<file path="config.mk">
export PLATFORM = sky130hd
export DESIGN_NAME = rf_write_arbiter
export DESIGN_NICKNAME = d
export VERILOG_FILES = /design/src/rtl/rf_write_arbiter.sv
export SDC_FILE = /design/constraint.sdc
export NUM_CORES = 1
export LEC_CHECK = 0
export ABC_CLOCK_PERIOD_IN_PS = 1800
export BUFFER_PORTS_ARGS = -buffer_cell sky130_fd_sc_hd__buf_2
export CAP_MARGIN = 40
export CORE_MARGIN = 5
export CORE_UTILIZATION = 44
export DETAILED_ROUTE_END_ITERATION = 8
export PLACE_DENSITY = 0.87
export SLEW_MARGIN = 20
export SYNTH_ARGS = -nofsm -noshare
export SYNTH_HDL_FRONTEND = slang
export SYNTH_SLANG_ARGS = --single-unit
export TNS_END_PERCENT = 50
</file>
<file path="constraint.sdc">
create_clock -name clk -period 1.8 [get_ports clk]
set_input_delay 0.36 -clock clk [delete_from_list [all_inputs] [get_ports clk]]
set_output_delay 0.36 -clock clk [all_outputs]
set_load 0.01 [all_outputs]
</file>
<file path="src/rtl/rf_write_arbiter.sv">
// Two-requester round-robin arbiter in front of a single register-file write port.
// Grants are combinational; the winning write is registered and presented one cycle later.
module rf_write_arbiter #(
  parameter int WORD_WIDTH = 32,
  parameter int ADDR_LEN   = 4
) (
  input  logic                  clk,
  input  logic                  rst,
  input  logic                  hold,
  input  logic                  r0_valid,
  input  logic [ADDR_LEN-1:0]   r0_dest,
  input  logic [WORD_WIDTH-1:0] r0_data,
  output logic                  r0_ready,
  input  logic                  r1_valid,
  input  logic [ADDR_LEN-1:0]   r1_dest,
  input  logic [WORD_WIDTH-1:0] r1_data,
  output logic                  r1_ready,
  output logic                  wr_en,
  output logic [ADDR_LEN-1:0]   wr_dest,
  output logic [WORD_WIDTH-1:0] wr_data,
  output logic                  prio,
  output logic [7:0]            conflict_cnt
);

  localparam logic [7:0] CNT_MAX = 8'hFF;

  logic                  grant0;
  logic                  grant1;
  logic                  arb_open;
  logic                  contend;

  logic                  prio_q,    prio_d;
  logic                  wr_en_q,   wr_en_d;
  logic [ADDR_LEN-1:0]   wr_dest_q, wr_dest_d;
  logic [WORD_WIDTH-1:0] wr_data_q, wr_data_d;
  logic [7:0]            cnt_q,     cnt_d;

  // Reset gates the grant path too, so nothing is accepted while rst is high.
  assign arb_open = !rst && !hold;
  assign contend  = arb_open && r0_valid && r1_valid;
  assign grant0   = arb_open && r0_valid && (!r1_valid || (prio_q == 1'b0));
  assign grant1   = arb_open && r1_valid && (!r0_valid || (prio_q == 1'b1));

  assign r0_ready     = grant0;
  assign r1_ready     = grant1;
  assign wr_en        = wr_en_q;
  assign wr_dest      = wr_dest_q;
  assign wr_data      = wr_data_q;
  assign prio         = prio_q;
  assign conflict_cnt = cnt_q;

  // NOTE: every always_comb output gets a default first, so no path can infer a latch.
  always_comb begin
    prio_d    = prio_q;
    wr_en_d   = 1'b0;
    wr_dest_d = wr_dest_q;
    wr_data_d = wr_data_q;
    cnt_d     = cnt_q;

    if (grant0) begin
      wr_en_d   = 1'b1;
      wr_dest_d = r0_dest;
      wr_data_d = r0_data;
      prio_d    = 1'b1;
    end else if (grant1) begin
      wr_en_d   = 1'b1;
      wr_dest_d = r1_dest;
      wr_data_d = r1_data;
      prio_d    = 1'b0;
    end

    if (contend && (cnt_q != CNT_MAX)) begin
      cnt_d = cnt_q + 8'd1;
    end
  end

  // NOTE: state registers use non-blocking assignments so all of them see pre-edge values.
  always_ff @(posedge clk or posedge rst) begin
    if (rst) begin
      prio_q    <= 1'b0;
      wr_en_q   <= 1'b0;
      wr_dest_q <= '0;
      wr_data_q <= '0;
      cnt_q     <= '0;
    end else begin
      prio_q    <= prio_d;
      wr_en_q   <= wr_en_d;
      wr_dest_q <= wr_dest_d;
      wr_data_q <= wr_data_d;
      cnt_q     <= cnt_d;
    end
  end

  one_grant_a : assert property (@(posedge clk) disable iff (rst) !(r0_ready && r1_ready))
    else $error("both requesters granted in one cycle");

endmodule

</file>
# ---- After elaboration in Yosys (flattened, before gate mapping)
# Index checks and enable logic that the tools add are counted.
dict set report classes {
  muxes 8
  reduce_logical 14
  n_bitwise 1
  eq_ne 1
  addsub 1
}
# cell count
set ops {}
lappend ops {{2-to-1 mux 32 bit} 2}
lappend ops {{adder 8 x 1 -> 8 bit, second input constant} 1}
lappend ops {{2-to-1 mux 4 bit} 2}
lappend ops {{inequality test 8 bit, second input constant} 1}
lappend ops {{logical AND 1 bit} 7}
lappend ops {{zero test 1 bit} 4}
lappend ops {{2-to-1 mux 1 bit} 4}
lappend ops {{logical OR 1 bit} 2}
lappend ops {{nonzero test 2 bit} 1}
lappend ops {{inverter 1 bit} 1}
dict set report totals {
  wordCells 30
  regBits 46
  input_bits 77
  out_inout_bits 48
}

# ---- Depth between registers and ports, before layout
# Gate-level depths: netlist of run 1.
dict set report depth {
  word_depth 6
  depth_mapped 6
}

# ---- Worst setup path before layout of run 1
# OpenSTA, ideal clock, no wires.
dict set report synth_path {
  path_kind {flip-flop to flip-flop}
  startpoint {register cnt_q[0], in the netlist conflict_cnt[0]}
  endpoint {register cnt_q[1], in the netlist conflict_cnt[1]}
  setup_slack_ps 255
  required_ps 1675
  t_arrival_ps 1421
  stages_incl_launch_ff 5
  period_less_slack_ps 1545
  path_cell_list {dfrtp_1 ha_1 and4_1 a21oi_4 mux2_2}
}
dict set report synth_via {
  elab_chain_cells 2
  elab_cells_between_ends 3
  cone_classes {1 x add/sub; 1 x eq/ne; 1 x reduce/logical}
}
# item line_no
set synth_lines {}
lappend synth_lines {{start: declaration} 36} ;# logic [7:0] cnt_q, cnt_d;
lappend synth_lines {{start signal: assignment} 90} ;# cnt_q <= cnt_d;
lappend synth_lines {{branches (longest 2 deep; another with adder 8 x 1 -> 8 bit)} --}
# Several ways; the timed one is not identified.
# A chain may end at the register's enable or synchronous reset.

# ---- Final worst setup path of run 1
dict set report layout_path {
  startpoint {register prio_q, in the netlist prio}
  endpoint {output port r0_ready}
}
dict set report layout_via {
  elab_chain_cells 3
}
# item line_no
set layout_lines {}
lappend layout_lines {{start: declaration} 32} ;# logic prio_q, prio_d;
lappend layout_lines {{start signal: assignment} 86} ;# prio_q <= prio_d;
lappend layout_lines {{inverter 1 bit} 41} ;# assign grant0 = arb_open && r0_valid && (!r1_valid || (prio_q == 1'b0));
lappend layout_lines {{logical OR 1 bit} 41}
lappend layout_lines {{logical AND 1 bit} 41}
lappend layout_lines {{end: declaration} 13} ;# output logic r0_ready,
# No other way between the ends.

==> flow_metrics.tcl, run 1 <==
set metrics [dict create \
    rsz0062_at_grt "no" \
    dr.pass1.iters 4 \
    cp.required_ns 1.44 \
    grt_pass1_vias 1901 \
    synth_mux_area_share_pct 17.9 \
    place_congestion 0.835 \
    die_h_um 80.7 \
    regToRegEndpoint "conflict_cnt[1]" \
    antenna_found_initial 0 \
    cpPeakStageDelay_ns 0.42 \
    async_flop_share_pct 100 \
    dieArea_um2 6520 \
    grt_pass1_wl_mm 8.27 \
    placed_area_um2 2890 \
    synth_compound_area_share_pct 10.6 \
    syn_inst 203 \
    fin_setup_tns_ns 0 \
    clock_latency_ns 0.30 \
    nets 406 \
    synth_edf_count 0 \
    finalInstanceArea_um2 3040 \
    max-slew-margin-rel_pct 69.1 \
    htreeDepth 2 \
    fin_crit_ns 1.62 \
    cap_viol_max_count 0 \
    hold_viol_final 0 \
    post-dp-hpwl_mm 4.14 \
    max_freq_ghz 0.616 \
    post_cts_buffers 0 \
    cts_root_buf "clkbuf_8" \
    drc 0 \
    routed-via-count 1916 \
    critPathLaunchType "flop" \
    track_usage_pct 16.4 \
    io_buffer_count 124 \
    netlist_area_um2 2200 \
    vdd_drop_max_uv 550 \
    rows 25 \
    synth_top_family_by_area "multiplexers" \
    outcome "complete, no violations" \
    gr-total-overflow 0 \
    critical_path_class "reg2out" \
    drtAntennaViolNets 0 \
    synth-simple-area-share_pct 10.9 \
    drive_above_1_share_pct 44.1 \
    fin_crit_sh_pct 90.2 \
    synth_seq_area_share_pct 52.3 \
    power_density_nw_per_um2 973 \
    cp_max_fo 6 \
    yosys.area_share.adder_pct 0.569 \
    postCtsResizedCells 0 \
    end_kind "primary output" \
    cp_cell_sequence "nand2_1 > nand3_2 > inv_1 > buf_2" \
    ios 125 \
    cts.path.max_buffers 2 \
    postSynthAreaPerCell_um2 10.8 \
    fin_cells 396 \
    layout_commonest_cell "buf_2" \
    cts_buffers 5 \
    synth-xor-area-share_pct 1.99 \
    reg2reg_slack_ns 0.19 \
    cts_tree "yes" \
    core-area_um2 4790 \
    dp_cells 388 \
    synth_warnings 0 \
    grt_max_degree 74 \
    cts.sinks 46 \
    start_util_pct 46.0 \
    p_leak_nw 1.80 \
    hold_path_class "in2async" \
    reg2reg_depth 4 \
    r2r_start "conflict_cnt[0]" \
    fin_util_pct 63.4 \
    setup_viol 0 \
    layout_common_cells "buf_2, dfrtp_1, nand2_1, mux2i_1, o21ai_1" \
    antenna_cells 0 \
    die_w_um 80.7 \
    drt_wl_total_mm 5.16 \
    clock_skew_ns 0.0103 \
    worstPathArrival_ns 1.26 \
    drtIter0Drc 94 \
    post_drt_wl_per_cell_um 13.0 \
    synthToLayoutAreaGrowth_pct 37.9 \
    clkTransAtPathRegs_ns 0.09 \
    holdWs_ns 0.101 \
    slew_viol_final 0 \
    syn-num-nets 281 \
    synthFlopType "dfrtp_1" \
    routed_via_density 4.84 \
    synth.distinct_cells 27 \
    synth-seq-cells 46 \
    postCtsHoldBufs 0 \
    cp_slowest_cell "dfrtp_1" \
    tightest_slew_ns 0.462 \
]
power by group:
group          leakage (nW)  total, mW  switching, mW  internal [mW]
Combinational          1.16      0.698          0.366          0.332
Sequential            0.572       1.33          0.121           1.21
Clock                0.0714      0.922          0.330          0.592
Total                  1.80       2.95          0.817           2.13
worst max path at each step:
stage                          from               to  slack (ns)
finish                         prio         r0_ready        0.18
global route                   prio         r0_ready        0.10
CTS                            prio         r0_ready        0.16
detailed placement  conflict_cnt[0]  conflict_cnt[1]        0.20
global placement    conflict_cnt[0]  conflict_cnt[1]        0.28
floorplan           conflict_cnt[0]  conflict_cnt[1]        0.25
registers in the layout (all words and copies together) (netlist names):
name / flops
conflict_cnt: 8
prio: 1
wr_data: 32
wr_dest: 4
wr_en: 1
synthesized netlist by cell type, types with 2 or more instances:
cell type	count	area, um2
mux2i_1	37	370
nand2_1	43	161
buf_12	4	80.1
and3_1	2	12.5
inv_1	5	18.8
mux2_2	2	22.5
xor2_1	2	17.5
dfrtp_1	46	1150
clkbuf_1	6	22.5
o21ai_1	29	145
xnor2_1	3	26.3
a21oi_1	3	15.0
o21ai_0	7	35.0
cell families after synthesis:
| logic type | after synthesis |
|---|---|
| xor gates and xnor gates | 5 |
| and+or+nand+nor | 53 |
| adders and majority gates | 1 |
| DFF | 46 |
| muxes | 39 |
| buffers and inverters | 16 |
| AOI/OAI and AO/OA | 43 |
layout make-up:
cell class	instances	area (um2)
fill	395	1750
sequential	46	1150
multi-input combinational	141	931
timing repair buffer	129	708
tap	67	83.8
clock buffer	6	82.6
clock inverter	2	60.1
inverter	5	18.8
critical path: cells and delay by family, from the launching register on:
family	cells	cell delay [ns]
buf+inv	2	0.23
flops	1	0.42
simple gates	2	0.31
per-layer routing:
metal	global-route usage (%)	up-vias	wire, um
met5	0	-	0
met1	17.6	891	2030
met3	5.16	5	437
met2	30.5	73	2630
met4	4.90	0	58
li1	-	947	-
per-stage QoR:
step                      power, mW  worst slack [ns]
final                          2.95             0.176
after global routing           3.12             0.101
after CTS                      2.99             0.157
after detailed placement       2.06             0.204
after global placement         2.03             0.279
after floorplan                1.71             0.255
(Power assumes the default switching activity.)
==> run 2: changes to the inputs <==
CELL_PAD_IN_SITES_DETAIL_PLACEMENT = 0   (was unset)
CELL_PAD_IN_SITES_GLOBAL_PLACEMENT = 1   (was unset)
CORE_UTILIZATION = 32   (was 44)
GPL_TIMING_DRIVEN = 1   (was unset)
==> run 2 against run 1 <==
Against the previous run:
- utilization fell by 19 points
- combinational power fell by 2%
- largest cell class unchanged
- fmax fell by 2.6%
- final area fell by 1.6%
- routed wire length rose by 3.5%
- worst hold slack improved by 0.028 ns
- critical endpoint unchanged
- register-to-register slack got worse by 0.02 ns
- global-route usage fell by 3.5 points
- power fell by 11%
- sequential share of layout area rose by 0.60 points
- clock-buffer cell count fell by 1
==> flow_metrics.tcl, run 2 (synthesis gave the netlist of run 1 again) <==
set metrics [dict create \
    core-area_um2 6760 \
    critical_path_class "reg2out" \
    end_kind "primary output" \
    max_freq_ghz 0.600 \
    grt_pass1_vias 1970 \
    outcome "complete, no violations" \
    dr.pass1.iters 4 \
    cts_root_buf "clkbuf_8" \
    die_w_um 92.9 \
    ios 125 \
    hold_viol_final 0 \
    power_mw 2.63 \
    grt_pass1_wl_mm 8.96 \
    cp_cell_sequence "nand2_1 > nand3_2 > inv_1 > buf_2" \
    post_drt_wl_per_cell_um 13.1 \
    nets 406 \
    routed-via-count 1861 \
    drtIter0Drc 19 \
    seq_area_um2 1150 \
    power_density_nw_per_um2 879 \
    drive_above_1_share_pct 43.9 \
    gr-total-overflow 0 \
    cts_buffers 5 \
    routed_via_density 4.56 \
    layout_commonest_cell "buf_2" \
    cpPeakStageDelay_ns 0.43 \
    hold_path_class "in2async" \
    p_leak_nw 1.77 \
    drt_wl_total_mm 5.33 \
    cap_viol_max_count 0 \
    rows 30 \
    clock_latency_ns 0.29 \
    layout_common_cells "buf_2, dfrtp_1, nand2_1, mux2i_1, o21ai_1" \
    fin_setup_tns_ns 0 \
    antenna_cells 0 \
    htreeDepth 2 \
    io_buffer_count 124 \
    synthToLayoutAreaGrowth_pct 35.8 \
    clock_skew_ns 0.00271 \
    grt_max_degree 74 \
    vdd_drop_max_uv 522 \
    cts_tree "yes" \
    rsz0062_at_grt "no" \
    antenna_found_initial 0 \
    post-dp-hpwl_mm 4.13 \
    cp_max_fo 7 \
    slew_viol_final 0 \
    dieArea_um2 8640 \
    clkTransAtPathRegs_ns 0.09 \
    drtAntennaViolNets 0 \
    cts.sinks 46 \
    use_met2_pct 22.6 \
    grtUsageMet3_pct 4.22 \
    postCtsHoldBufs 0 \
    setup_viol 0 \
    critPathLaunchType "flop" \
    largest_reg_flops 32 \
    cp.required_ns 1.44 \
    multiInputGateArea_um2 931 \
    grt.busiest_layer "met2" \
    start_util_pct 32.6 \
    postCtsResizedCells 0 \
    fillers 663 \
    die_h_um 92.9 \
    worstPathArrival_ns 1.31 \
    met1_usage_pct 14.9 \
    tightest_slew_ns 0.525 \
    place_congestion 0.667 \
    cts.path.max_buffers 2 \
    fin_crit_sh_pct 92.6 \
    max-slew-margin-rel_pct 65.0 \
    track_usage_pct 12.8 \
    cp_slowest_cell "dfrtp_1" \
    fin_crit_ns 1.67 \
    drc 0 \
    post_cts_buffers 0 \
]
run 2: stage by stage:
| stage | utilization [%] | area [um2] | instances | setup WS, ns | hold slack [ns] |
|---|---|---|---|---|---|
| after floorplan | - | 2200 | 203 | 0.255 | 0.464 |
| after global placement | 43.1 | 2910 | 401 | 0.202 | 0.463 |
| after detailed placement | 43.1 | 2910 | 401 | 0.184 | 0.467 |
| after CTS | 44.2 | 2990 | 408 | 0.105 | 0.147 |
| after global routing | 44.2 | 2990 | 408 | 0.0195 | 0.173 |
| final | 44.2 | 2990 | 408 | 0.133 | 0.128 |
run 2: worst paths after layout:
check,cells after the start,from,slack [ns],to
max,4,prio,0.13,r0_ready
min,2,rst,0.13,conflict_cnt[5]
max reg2reg,4,conflict_cnt[0],0.17,conflict_cnt[1]
min reg2reg,2,wr_data[23],0.48,wr_data[23]
max in group asynchronous,3,rst,1.16,wr_data[26]
min in group clk,3,r0_data[31],0.33,wr_data[31]
run 2: routing by layer:
layer	vias up	part of all wire (%)
li1	942	-
met1	839	42
met2	74	49
met3	6	8.5
met4	0	1.1
met5	-	0
run 2: layout make-up:
cell class              instances  area share [%]
flip-flops and latches         46            38.5
multi-input cells             141            31.2
repair buffers                129            23.7
well taps                      80            3.35
clock buffers                   5            2.30
inverters                       5           0.628
clock inverters                 2           0.335
run 2: power breakdown:
| group | switching (mW) | leakage [nW] | internal, mW |
|---|---|---|---|
| Clock | 0.345 | 0.0438 | 0.262 |
| Sequential | 0.124 | 0.572 | 1.21 |
| Combinational | 0.355 | 1.16 | 0.329 |
| Total | 0.825 | 1.77 | 1.80 |
run 2: worst max-delay path, delay by kind of cell, from the launching register on:
kind,cells,cell delay [ns]
flops,1,0.43
simple gates,2,0.33
buf+inv,2,0.26
